==> config.mk <==
export PLATFORM = sky130hd
export DESIGN_NAME = oflow_core_fsm_registration
export DESIGN_NICKNAME = d
export VERILOG_FILES = /design/src/rtl/oflow_core_fsm_registration_pkg.sv /design/src/rtl/oflow_core_fsm_registration.sv
export SDC_FILE = /design/constraint.sdc
export NUM_CORES = 1
export LEC_CHECK = 0
export CAP_MARGIN = 20
export CORE_MARGIN = 3
export CORE_UTILIZATION = 55
export DETAILED_ROUTE_END_ITERATION = 12
export DONT_BUFFER_PORTS = 1
export PLACE_DENSITY = 0.7
export SYNTH_ARGS = -nofsm -noshare
export SYNTH_HDL_FRONTEND = slang
export SYNTH_SLANG_ARGS = --single-unit
==> constraint.sdc <==
create_clock -name clk -period 5.7 [get_ports clk]
set_input_delay 0.57 -clock clk [delete_from_list [all_inputs] [get_ports clk]]
set_output_delay 0.57 -clock clk [all_outputs]
set_load 0.01 [all_outputs]
==> src/rtl/oflow_core_fsm_registration_pkg.sv <==
// Shared oflow_core definitions: registration FSM state type and the set/PE sizing
// constants common to the FE sequencer and the registration consumer.
package oflow_core_fsm_registration_pkg;

  localparam int PE_NUM          = 24;
  localparam int SET_LEN         = 8;
  localparam int REMAIN_BBOX_LEN = 8;
  localparam int PE_IDX_LEN      = $clog2(PE_NUM);

  typedef enum logic [1:0] {
    idle_st     = 2'd0,
    wait_fe_st  = 2'd1,
    reg_st      = 2'd2,
    set_done_st = 2'd3
  } sm_reg_type;

endpackage

==> src/rtl/oflow_core_fsm_registration.sv <==
// Registration side of the FE/registration handshake: walks the active PEs of each
// finished set through reg_req/reg_ack and reports set and frame completion.
module oflow_core_fsm_registration
  import oflow_core_fsm_registration_pkg::*;
#(
  parameter int PE_NUM          = oflow_core_fsm_registration_pkg::PE_NUM,
  parameter int SET_LEN         = oflow_core_fsm_registration_pkg::SET_LEN,
  parameter int REMAIN_BBOX_LEN = oflow_core_fsm_registration_pkg::REMAIN_BBOX_LEN,
  parameter int PE_IDX_LEN      = $clog2(PE_NUM)
) (
  input  logic                       clk,
  input  logic                       reset_N,
  input  logic                       start_pe,
  input  logic [SET_LEN-1:0]         num_of_sets,
  input  logic [REMAIN_BBOX_LEN-1:0] counter_of_remain_bboxes,
  input  logic                       done_fe,
  output logic                       done_registration,
  output logic [SET_LEN-1:0]         counter_set_reg,
  output logic                       reg_req,
  output logic [PE_IDX_LEN-1:0]      reg_pe_idx,
  input  logic                       reg_ack,
  output logic                       done_frame
);

  localparam int NW = PE_IDX_LEN + 1;

  sm_reg_type            state, state_nxt;
  logic [NW-1:0]         n_act, n_act_nxt, n_new;
  logic [SET_LEN-1:0]    counter_set_nxt, set_cnt_inc;
  logic [PE_IDX_LEN-1:0] reg_pe_idx_nxt;
  logic                  reg_req_nxt, done_registration_nxt, done_frame_nxt;
  logic                  last_set, last_pe;

  // Last-set bbox count: 0 or anything beyond a full set means a full set.
  function automatic logic [NW-1:0] clamp_remain(input logic [REMAIN_BBOX_LEN-1:0] remain);
    logic [NW-1:0] n;
    if ((remain == '0) || (remain > REMAIN_BBOX_LEN'(PE_NUM))) n = NW'(PE_NUM);
    else                                                         n = NW'(remain);
    return n;
  endfunction

  assign last_set    = (num_of_sets != '0) && (counter_set_reg == num_of_sets - SET_LEN'(1));
  assign n_new       = last_set ? clamp_remain(counter_of_remain_bboxes) : NW'(PE_NUM);
  assign last_pe     = ({1'b0, reg_pe_idx} == n_act - NW'(1));
  assign set_cnt_inc = counter_set_reg + SET_LEN'(1);

  always_ff @(posedge clk or negedge reset_N) begin
    if (!reset_N) begin
      state             <= idle_st;
      n_act             <= '0;
      counter_set_reg   <= '0;
      reg_pe_idx        <= '0;
      reg_req           <= 1'b0;
      done_registration <= 1'b0;
      done_frame        <= 1'b0;
    end else begin
      state             <= state_nxt;
      n_act             <= n_act_nxt;
      counter_set_reg   <= counter_set_nxt;
      reg_pe_idx        <= reg_pe_idx_nxt;
      reg_req           <= reg_req_nxt;
      done_registration <= done_registration_nxt;
      done_frame        <= done_frame_nxt;
    end
  end

  always_comb begin
    state_nxt             = state;
    n_act_nxt             = n_act;
    counter_set_nxt       = counter_set_reg;
    reg_pe_idx_nxt        = reg_pe_idx;
    reg_req_nxt           = reg_req;
    done_registration_nxt = done_registration;
    done_frame_nxt        = 1'b0;

    case (state)
      idle_st: begin
        if (start_pe && (num_of_sets != '0)) begin
          state_nxt             = wait_fe_st;
          counter_set_nxt       = '0;
          done_registration_nxt = 1'b0;
        end
      end

      wait_fe_st: begin
        done_registration_nxt = (counter_set_reg != '0);
        if (done_fe) begin
          state_nxt             = reg_st;
          done_registration_nxt = 1'b0;
          reg_pe_idx_nxt        = '0;
          reg_req_nxt           = 1'b1;
          n_act_nxt             = n_new;
        end
      end

      reg_st: begin
        // An ack only counts against an outstanding request.
        if (reg_req && reg_ack) begin
          if (last_pe) begin
            reg_req_nxt = 1'b0;
            state_nxt   = set_done_st;
          end else begin
            reg_pe_idx_nxt = reg_pe_idx + PE_IDX_LEN'(1);
          end
        end
      end

      set_done_st: begin
        counter_set_nxt       = set_cnt_inc;
        done_registration_nxt = 1'b1;
        if (set_cnt_inc == num_of_sets) begin
          done_frame_nxt = 1'b1;
          state_nxt      = idle_st;
        end else begin
          state_nxt = wait_fe_st;
        end
      end

      default: state_nxt = idle_st;
    endcase
  end

endmodule
After elaboration in Yosys (flattened, before gate mapping)
Index checks and enable logic that the tools add are counted.
{"block": "totals", "register_bits": 24, "in_bits": 21, "output_inout_bits": 16, "word_cells": 63}
{"block": "classes", "n_addsub": 4, "magnitude_cmp": 1, "n_eq_ne": 11, "n_mux": 23, "reduce_logical": 17}
{"cell": "$eq A8 B8 Y1", "n": 2}
{"cell": "$pmux W8 S2", "n": 1}
{"cell": "$reduce_bool A8 Y1", "n": 2}
{"cell": "$mux W5", "n": 3}
{"cell": "$mux W6", "n": 2}
{"cell": "$reduce_and A4 Y1", "n": 3}
{"cell": "$ne A2 B2 Y1 const B", "n": 5}
{"cell": "$pmux W5 S2", "n": 1}
{"cell": "$add A8 B1 Y8 const B", "n": 1}
{"cell": "$gt A8 B5 Y1 const B", "n": 1}
{"cell": "$logic_not A8 Y1", "n": 1}
{"cell": "$mux W1", "n": 8}
{"cell": "$mux W2", "n": 4}
{"cell": "$mux W8", "n": 1}
{"cell": "$pmux W2 S4", "n": 1}
{"cell": "$sub A8 B1 Y8 const B", "n": 1}
{"cell": "$eq A5 B6 Y1", "n": 1}
{"cell": "$reduce_and A2 Y1", "n": 3}
{"cell": "$sub A6 B1 Y6 const B", "n": 1}
{"cell": "$add A5 B1 Y5 const B", "n": 1}
{"cell": "$eq A2 B2 Y1 const B", "n": 2}
{"cell": "$reduce_bool A2 Y1", "n": 2}
{"cell": "$logic_and A1 B1 Y1", "n": 3}
{"cell": "$pmux W1 S3", "n": 1}
{"cell": "5 further kinds", "n": 5}

Logic depth before layout (Yosys ltp)
Gate-level depths: netlist of run 1.
{"block": "logic_depth", "depth_word": 5, "mapped_depth": 8, "mapped_depth_nobuf": 8}

Worst setup path before layout of run 1
No wires, ideal clock.
{"block": "synth_path", "kind": "register -> register", "start": "reg n_act[0]", "end": "reg state[1]", "setup_time_ns": 0.128, "arrival_time_ns": 2.144, "required_time_ns": 5.572, "path_slack_ns": 3.428, "stages_incl_launch_ff": 9, "path_buffers": 0, "period_less_slack_ns": 2.272, "path_cell_list": "dfrtp_1 > inv_1 > ha_1 > xor2_1 > o211ai_1 > a211oi_1 > a41o_1 > nor3b_2 > mux2_1"}
{"block": "synth_via", "elab_chain_cells": 4}
{"item": "start, declared", "line": "oflow_core_fsm_registration.sv:28", "rtl": "logic [NW-1:0] n_act, n_act_nxt, n_new;"}
{"item": "start signal, assigned", "line": "oflow_core_fsm_registration.sv:58", "rtl": "n_act <= n_act_nxt;"}
{"item": "$sub A6 B1 Y6", "line": "oflow_core_fsm_registration.sv:44", "rtl": "assign last_pe = ({1'b0, reg_pe_idx} == n_act - NW'(1));"}
{"item": "$eq A5 B6 Y1", "line": "oflow_core_fsm_registration.sv:44"}
{"item": "$ne A2 B2 Y1 (no line)"}
{"item": "$reduce_and A4 Y1 (no line)"}
{"item": "end signal, assigned", "line": "oflow_core_fsm_registration.sv:49", "rtl": "state <= idle_st;"}
{"item": "end signal, assigned", "line": "oflow_core_fsm_registration.sv:57", "rtl": "state <= state_nxt;"}
{"item": "end, declared", "line": "oflow_core_fsm_registration.sv:27", "rtl": "sm_reg_type state, state_nxt;"}
No other way between the ends.
A chain may end at the register's enable or synchronous reset.

Worst setup path in the final report of run 1
Same ends and word-level chain as after synthesis.

==> results of run 1 <==
-- routing by layer --
layer,up-vias,routed length (um),GRT usage
met2,41,2230,0.406
met5,-,0,0
met4,0,44,0.0765
li1,805,-,-
met1,775,1820,0.283
met3,4,251,0.0503
-- cell families (layout without fill, tap and decap cells) --
kind of cell	Yosys count	after routing	share of synthesized area
buf+inv	23	17	0.0462
compound gates	64	64	0.240
simple gates	76	76	0.221
fa+ha+maj	10	10	0.0661
xor+xnor	19	19	0.0878
mux	4	4	0.0218
flops	24	24	0.317
-- layout make-up --
cell class	count	area, sq um
clock buffer	3	22.5
multi-input combinational	173	1210
tap	44	55.1
timing repair buffer	1	20.0
inverter	13	48.8
sequential	24	601
fill	292	1220
-- layout by cell type, fill, tap and decap left out, types with 3 or more instances in the layout --
cell	netlist	final
a21oi_1	15	15
a22o_1	3	3
a31oi_1	6	6
a32o_1	5	5
a41o_1	3	3
and2_1	3	3
clkbuf_4	0	3
dfrtp_1	24	24
ha_1	10	10
inv_1	13	13
mux2i_1	3	3
nand2_1	15	15
nand2b_1	7	7
nand3_1	8	8
nor2_1	13	13
nor2b_1	3	3
nor3_1	9	9
nor4_1	5	5
o211ai_1	4	4
o21ai_0	10	10
o21ai_1	3	3
xnor2_1	9	9
xor2_1	10	10
-- power by group through the flow --
stage | registers [mW] | clock network, mW | logic (mW)
after floorplan | 0.270 | 0 | 0.300
after global placement | 0.304 | 0 | 0.329
after detailed placement | 0.308 | 0 | 0.345
after CTS | 0.304 | 0.0798 | 0.352
after global routing | 0.317 | 0.0902 | 0.406
final | 0.303 | 0.0747 | 0.351
-- worst paths after layout --
check	endpoint	slack, ns
setup / recovery	state[1]	3.13
hold reg to reg	n_act[1]	0.55
max in group asynchronous	reg_req	5.50
hold / removal	reg_pe_idx[4]	0.03
min in group clk	n_act[3]	0.39
setup reg to reg	state[1]	3.13
==> qor.txt, run 1 <==
IO Pins = 37
clk buf depth = 2
top_reg_cell synth = dfrtp_1
Worst R2R Start = n_act[0]
H-tree depth = 1
cell family with most CP delay = compound AO/OA/AOI/OAI gates
TritonCTS clock tree = built
Switch Pwr = 0.346 mW
CP startpoint kind = register
fin. max-slew vios = 0
kind of critical path = register to register
top-count cell post-synth = dfrtp_1
core area = 3180 sq um
Num Clock Sinks = 24
Avg Inst Size Synth = 8.61 sq um
share of layout cells above drive strength 1 = 0.0421
Max Freq = 0.389 GHz
sequential fraction of the synthesis area = 0.317
Reg2Reg Depth = 8
critical path arrival = 2.80 ns
TritonCTS Buffers = 3
worst hold path class = input port to asynchronous set/reset pin
total grt overflow = 0
RSZ-0062 raised after global routing = false
Worst VDD drop = 0.000203 V
mapped cell area = 1890 sq um
Clock power frac = 0.102
CTS hold repair buffers = 1
Worst slew margin = 0.501
detailed-route via count = 1625
Layout area overhead = 3.10%
largest area contributor in the netlist = dfrtp_1
worst-skew pair later-pin latency = 0.32 ns
Clock Skews = 0.0151 ns
clk root buf = clkbuf_4
clock slew at reported path FFs = 0.13 ns
Synth top area share = 0.317
final period utilization = 0.451
max reg flops = 8
Total Routed Length = 4.35 mm
post-layout instance area = 1950 sq um
routed len/inst = 16.9 um
Gate Count Post-Synth = 220
Via-to-Cell Ratio = 6.30
placement-stage cell area = 1910 sq um
number of antenna violations at the first check in global routing = 0
synth cell count leaders = 24 x dfrtp_1, 15 x a21oi_1, 15 x nand2_1
Slew @ Worst Pin = 0.741 ns
Worst path max stage delay = 0.57 ns
ant diodes = 0
Setup-failing EPs final = 0
warnings from Yosys = 0
1st-iter DRT viols = 121
Buf/Inv on CP = 1
final core occ = 0.615
Crit path depth = 8
status = finished clean
critical path peak fanout = 6
hpwl dp = 3.42 mm
pre-CTS setup slack = 3.20 ns
number of port buffers = 0
Comb power frac = 0.482
post-synthesis sequential element count = 24
Tmin final = 2.57 ns
Layout Nets = 247
total track usage = 0.233
Area contributors post-synth = dfrtp_1 32%, ha_1 6.6%, xor2_1 4.6%
global-route wire length before repair = 7.67 mm
# rows = 20
drt pass-1 iters = 4
number of global-route vias before repair = 1618
GP Congestion = 0.880
die footprint = 4180 sq um
Worst Path Required = 5.92 ns
largest net degree at the start of global routing = 25
asr flop ratio synth = 1.00
# DRC = 0
Setup crit end kind = register
Post-synth EDFFs = 0
power density cells = 373 nW/um^2
Internal = 0.383 mW
Slowest cell on crit path = a211oi_1
DRT antenna net count = 0
Worst Setup SP = n_act[0]
initial cell density of the core = 0.596
Leak = 0.798 nW
final non-filler cell total = 258
hold_ws = 0.0337 ns
die width = 64.7 um
Flop pwr share = 0.416
max cap viols = 0
Cell Chain, Critical Path = inv_1, ha_1, xor2_1, o211ai_1, a211oi_1, a41o_1, nor3b_2, mux2_1
post-route setup slack = 3.13 ns
setup TNS = 0 ns
Final Hold Fails = 0
die height = 64.7 um
Synth cell types = 47
switch share = 0.475
syn_nets = 251
Power Total = 0.729 mW
placed cells = 254
# resized after CTS = 0
Post-CTS Setup Inserts = 0
Note: power is estimated with default switching activity, not from simulation.
==> inputs of run 2 (changes only) <==
PLACE_DENSITY = 0.73   (was 0.7)
clock period = 2.2 ns   (was 5.7 ns; I/O delays follow)
==> qor.txt, run 2 (synthesis results as in run 1) <==
CP startpoint kind = register
Slew @ Worst Pin = 0.569 ns
Worst path max stage delay = 0.44 ns
Worst VDD drop = 0.000678 V
Clock Skews = 0.0125 ns
Cell Chain, Critical Path = or3_4, o31a_1, a311oi_4, a41o_1, nor3b_4, mux2_4
status = finished with violations
area of the multi-input gates = 1260 sq um
initial cell density of the core = 0.596
total track usage = 0.248
Tmin final = 2.20 ns
detailed-route via count = 1755
clock slew at reported path FFs = 0.15 ns
number of antenna violations at the first check in global routing = 0
fill count = 276
failing checks = negative setup slack
commonest non-fill, non-tap cell in the layout = dfrtp_1
Power Total = 2.30 mW
Total Routed Length = 4.85 mm
worst hold path class = input port to register
DRT antenna net count = 0
pre-CTS setup slack = -0.0502 ns
die footprint = 4180 sq um
drt pass-1 iters = 5
max reg flops = 8
share of layout cells above drive strength 1 = 0.176
Setup crit end kind = register
critical path peak fanout = 4
Worst Path Required = 2.43 ns
# rows = 20
die width = 64.7 um
Slowest cell on crit path = dfrtp_1
max cap viols = 0
Layout area overhead = 17.1%
total grt overflow = 0
routed len/inst = 17.1 um
global-route wire length before repair = 8.35 mm
clk root buf = clkbuf_4
post-route setup slack = -0.00232 ns
Worst Setup SP = n_act[0]
commonest non-fill, non-tap cells in the layout = 24 x dfrtp_1, 23 x buf_4, 15 x nand2_1, 15 x a21oi_1
ant diodes = 0
clk buf depth = 2
critical path arrival = 2.44 ns
reg2reg setup slack = -0.002 ns
power density cells = 1040 nW/um^2
number of port buffers = 0
final non-filler cell total = 283
TritonCTS Buffers = 3
RSZ-0062 raised after global routing = true
placed cells = 276
IO Pins = 37
Leak = 0.943 nW
Reg2Reg Depth = 6
# DRC = 0
Layout Nets = 271
hold_ws = 0.0457 ns
largest net degree at the start of global routing = 25
worst-skew pair later-pin latency = 0.33 ns
kind of critical path = register to register
GP Congestion = 0.904
1st-iter DRT viols = 98
Max Freq = 0.454 GHz
final period utilization = 1.00
hpwl dp = 3.70 mm
fin. max-slew vios = 0
number of global-route vias before repair = 1798
Setup-failing EPs final = 1
reg2reg end = state[1]
worst setup path end = state[1]
Worst slew margin = 0.618
Num Clock Sinks = 24
core area = 3180 sq um
final core occ = 0.698
Final Hold Fails = 0
Via-to-Cell Ratio = 6.20
die height = 64.7 um
sequential cell area = 601 sq um
H-tree depth = 1
TritonCTS clock tree = built
Worst R2R Start = n_act[0]
run 2: cell count changes in the layout (fill, tap and decap cells not counted), moves of 2 or more:
cell	before	now
nor2b_1	3	1
buf_4	0	23
a211oi_1	2	0
ha_2	0	2
nor2b_2	0	2
a211oi_2	0	2
ha_1	10	8
run 2: final cells by class:
class / count / share of cell area
inverter: 13 / 0.0220
timing repair buffer: 25 / 0.0914
clock inverter: 1 / 0.0135
sequential: 24 / 0.271
clock buffer: 3 / 0.0102
tap: 44 / 0.0248
multi-input combinational: 173 / 0.567
run 2: worst max-delay path, delay by kind of cell, from the launching register on:
| kind | cells | cell delay [ns] |
|---|---|---|
| AO/OA/AOI/OAI | 3 | 0.75 |
| flip-flops | 1 | 0.44 |
| multiplexers | 1 | 0.32 |
| AND/OR/NAND/NOR | 2 | 0.61 |
run 2: worst min-delay path by stage:
stage / start / to / slack [ns] / depth (start not counted)
3_5_place_dp: reset_N / reg_pe_idx[4] / -0.08 / 0
6_report: counter_of_remain_bboxes[4] / n_act[4] / 0.05 / 2
2_1_floorplan: reset_N / counter_set_reg[0] / -0.08 / 0
3_3_place_gp: reset_N / reg_pe_idx[3] / -0.08 / 0
5_1_grt: counter_of_remain_bboxes[2] / n_act[2] / 0.05 / 1
4_1_cts: counter_of_remain_bboxes[4] / n_act[4] / 0.04 / 2
run 2: per-stage QoR:
| stage | instance area (sq um) | TNS, ns |
|---|---|---|
| global placement | 2080 | 0 |
| CTS | 2180 | -0.00567 |
| detailed placement | 2080 | -0.0502 |
| global route | 2220 | -0.188 |
| floorplan | 1900 | 0 |
| finish | 2220 | -0.00232 |
run 2: power breakdown:
part / switching, mW / internal [mW]
Combinational: 0.710 / 0.572
Clock: 0.150 / 0.184
Sequential: 0.135 / 0.546
Total: 0.995 / 1.30
run 2: repair_timing:
item	4_1_cts	5_1_grt
buffers inserted	1	0
gates resized for setup	3	8
hold buffers	2	0
endpoints found under the hold margin	24	0
endpoints found under the setup margin	1	6
pin swaps	1	3
run 2: routing by layer:
| metal | wire length [um] | vias to the layer above | GRT usage |
|---|---|---|---|
| li1 | - | 855 | - |
| met1 | 1930 | 853 | 0.287 |
| met2 | 2690 | 41 | 0.468 |
| met3 | 196 | 6 | 0.0381 |
| met4 | 37 | 0 | 0.0712 |
| met5 | 0 | - | 0 |
==> inputs of run 3 (changes only) <==
CORE_UTILIZATION = 50   (was 55)
HOLD_SLACK_MARGIN = 0.12   (was not set)
PLACE_DENSITY = 0.68   (was 0.73)
SLEW_MARGIN = 5   (was not set)
==> qor.txt, run 3 (synthesis results as in run 1) <==
status = finished clean
Worst Setup SP = n_act[2]
Power Total = 2.24 mW
drt pass-1 iters = 4
Max Freq = 0.463 GHz
Worst Path Required = 2.35 ns
fin. max-slew vios = 0
Slowest cell on crit path = or3_4
Reg2Reg Depth = 6
CP startpoint kind = register
RSZ-0062 raised after global routing = true
power density cells = 963 nW/um^2
Flop pwr share = 0.301
ant diodes = 0
clk buf depth = 2
hold wc startpoint = done_fe
Comb power frac = 0.564
critical path peak fanout = 3
number of antenna violations at the first check in global routing = 0
max cap viols = 0
Total Routed Length = 4.78 mm
max reg flops = 8
clock slew at reported path FFs = 0.09 ns
routed len/inst = 16.1 um
switch share = 0.437
total grt overflow = 0
Worst path max stage delay = 0.40 ns
Final Hold Fails = 0
commonest non-fill, non-tap cell in the layout = buf_4
number of port buffers = 0
Layout area overhead = 22.9%
Tmin final = 2.16 ns
GR peak layer = met2
commonest non-fill, non-tap cells in the layout = 29 x buf_4, 24 x dfrtp_1, 15 x a21oi_1
core area = 3490 sq um
Worst slew margin = 0.603
TritonCTS Buffers = 3
Worst R2R Start = n_act[2]
reg2reg setup slack = 0.04 ns
Setup crit end kind = register
die height = 67.6 um
detailed-route via count = 1789
GRT met1 Usage = 0.314
Setup-failing EPs final = 0
clk root buf = clkbuf_8
global-route wire length before repair = 8.05 mm
Switch Pwr = 0.980 mW
critical path arrival = 2.31 ns
GP Congestion = 0.861
initial cell density of the core = 0.542
Worst VDD drop = 0.000559 V
Num Clock Sinks = 24
number of global-route vias before repair = 1772
share of layout cells above drive strength 1 = 0.200
worst hold stages = 2
largest net degree at the start of global routing = 25
met2 Track Usage GR = 0.371
hpwl dp = 3.69 mm
Internal = 1.26 mW
total track usage = 0.228
# DRC = 0
die width = 67.6 um
H-tree depth = 1
Layout Nets = 282
DRT antenna net count = 0
Cell Chain, Critical Path = or3_4, o31a_1, a311oi_4, a41o_1, nor3b_4, mux2_4
Slew @ Worst Pin = 0.591 ns
# rows = 21
worst-skew pair later-pin latency = 0.26 ns
die footprint = 4560 sq um
fill count = 290
final core occ = 0.666
TritonCTS clock tree = built
Worst Hold Endpoint = n_act[4]
kind of critical path = register to register
1st-iter DRT viols = 130
Via-to-Cell Ratio = 6.04
setup TNS = 0 ns
final period utilization = 0.981
worst hold path class = input port to register
IO Pins = 37
M3 GR Usage = 0.0433
reg2reg end = state[1]
Clock Skews = 0.00200 ns
Clock power frac = 0.135
Leak = 1.00 nW
==> run 3: changes by cell type in the layout (fill, tap and decap cells not counted), sizes merged <==
cell / previous run / this run
dlygate4sd3: 1 / 6
bufinv: 1 / 0
buf: 24 / 30
clkbuf: 3 / 4
==> run 3: worst max path at each step <==
stage / slack, ns / endpoint / depth (start not counted)
6_report: 0.04 / state[1] / 6
5_1_grt: -0.07 / state[1] / 8
4_1_cts: 0.02 / state[1] / 8
3_5_place_dp: -0.14 / state[1] / 8
3_3_place_gp: -0.06 / state[1] / 6
2_1_floorplan: 0.0006 / state[1] / 6
==> run 3: critical path: cells and delay by family (launching register included) <==
kind | cells | cell delay, ns
flip-flops | 1 | 0.39
multiplexers | 1 | 0.32
AND/OR/NAND/NOR | 2 | 0.61
AO/OA/AOI/OAI | 3 | 0.72
==> run 3: per-layer routing <==
metal | up-vias | part of all wire
met2 | 50 | 0.48
met4 | 0 | 0.0048
met3 | 2 | 0.060
met5 | - | 0
li1 | 870 | -
met1 | 867 | 0.46
==> run 3: layout make-up <==
| cell class | count | area [sq um] | share of cell area |
|---|---|---|---|
| multi-input combinational | 173 | 1270 | 0.545 |
| sequential | 24 | 601 | 0.258 |
| timing repair buffer | 36 | 298 | 0.128 |
| tap | 46 | 57.6 | 0.0247 |
| clock buffer | 4 | 55.1 | 0.0237 |
| inverter | 13 | 48.8 | 0.0210 |
==> run 3: per-stage QoR <==
stage / area [sq um] / setup WS (ns) / std cells / hold WS (ns)
after floorplan: 1900 / 0.000616 / 220 / -0.0756
after global placement: 2080 / -0.0564 / 278 / -0.0749
after detailed placement: 2080 / -0.143 / 278 / -0.0748
after CTS: 2280 / 0.0171 / 296 / 0.174
after global routing: 2330 / -0.0652 / 296 / 0.168
final: 2330 / 0.0410 / 296 / 0.181
==> run 3: what timing repair did <==
| item | in CTS | in global routing |
|---|---|---|
| endpoints found under the hold margin | 29 | 0 |
| gates resized for setup | 2 | 10 |
| setup buffers | 7 | 0 |
| hold buffers | 7 | 0 |
| pin swaps | 5 | 6 |
| setup endpoints to repair | 1 | 7 |
==> run 3: power groups by stage <==
stage	clock network, mW	registers, mW	logic (mW)
global placement	0	0.672	1.11
detailed placement	0	0.676	1.16
global route	0.330	0.696	1.40
CTS	0.306	0.669	1.24
finish	0.302	0.675	1.26
floorplan	0	0.699	0.779
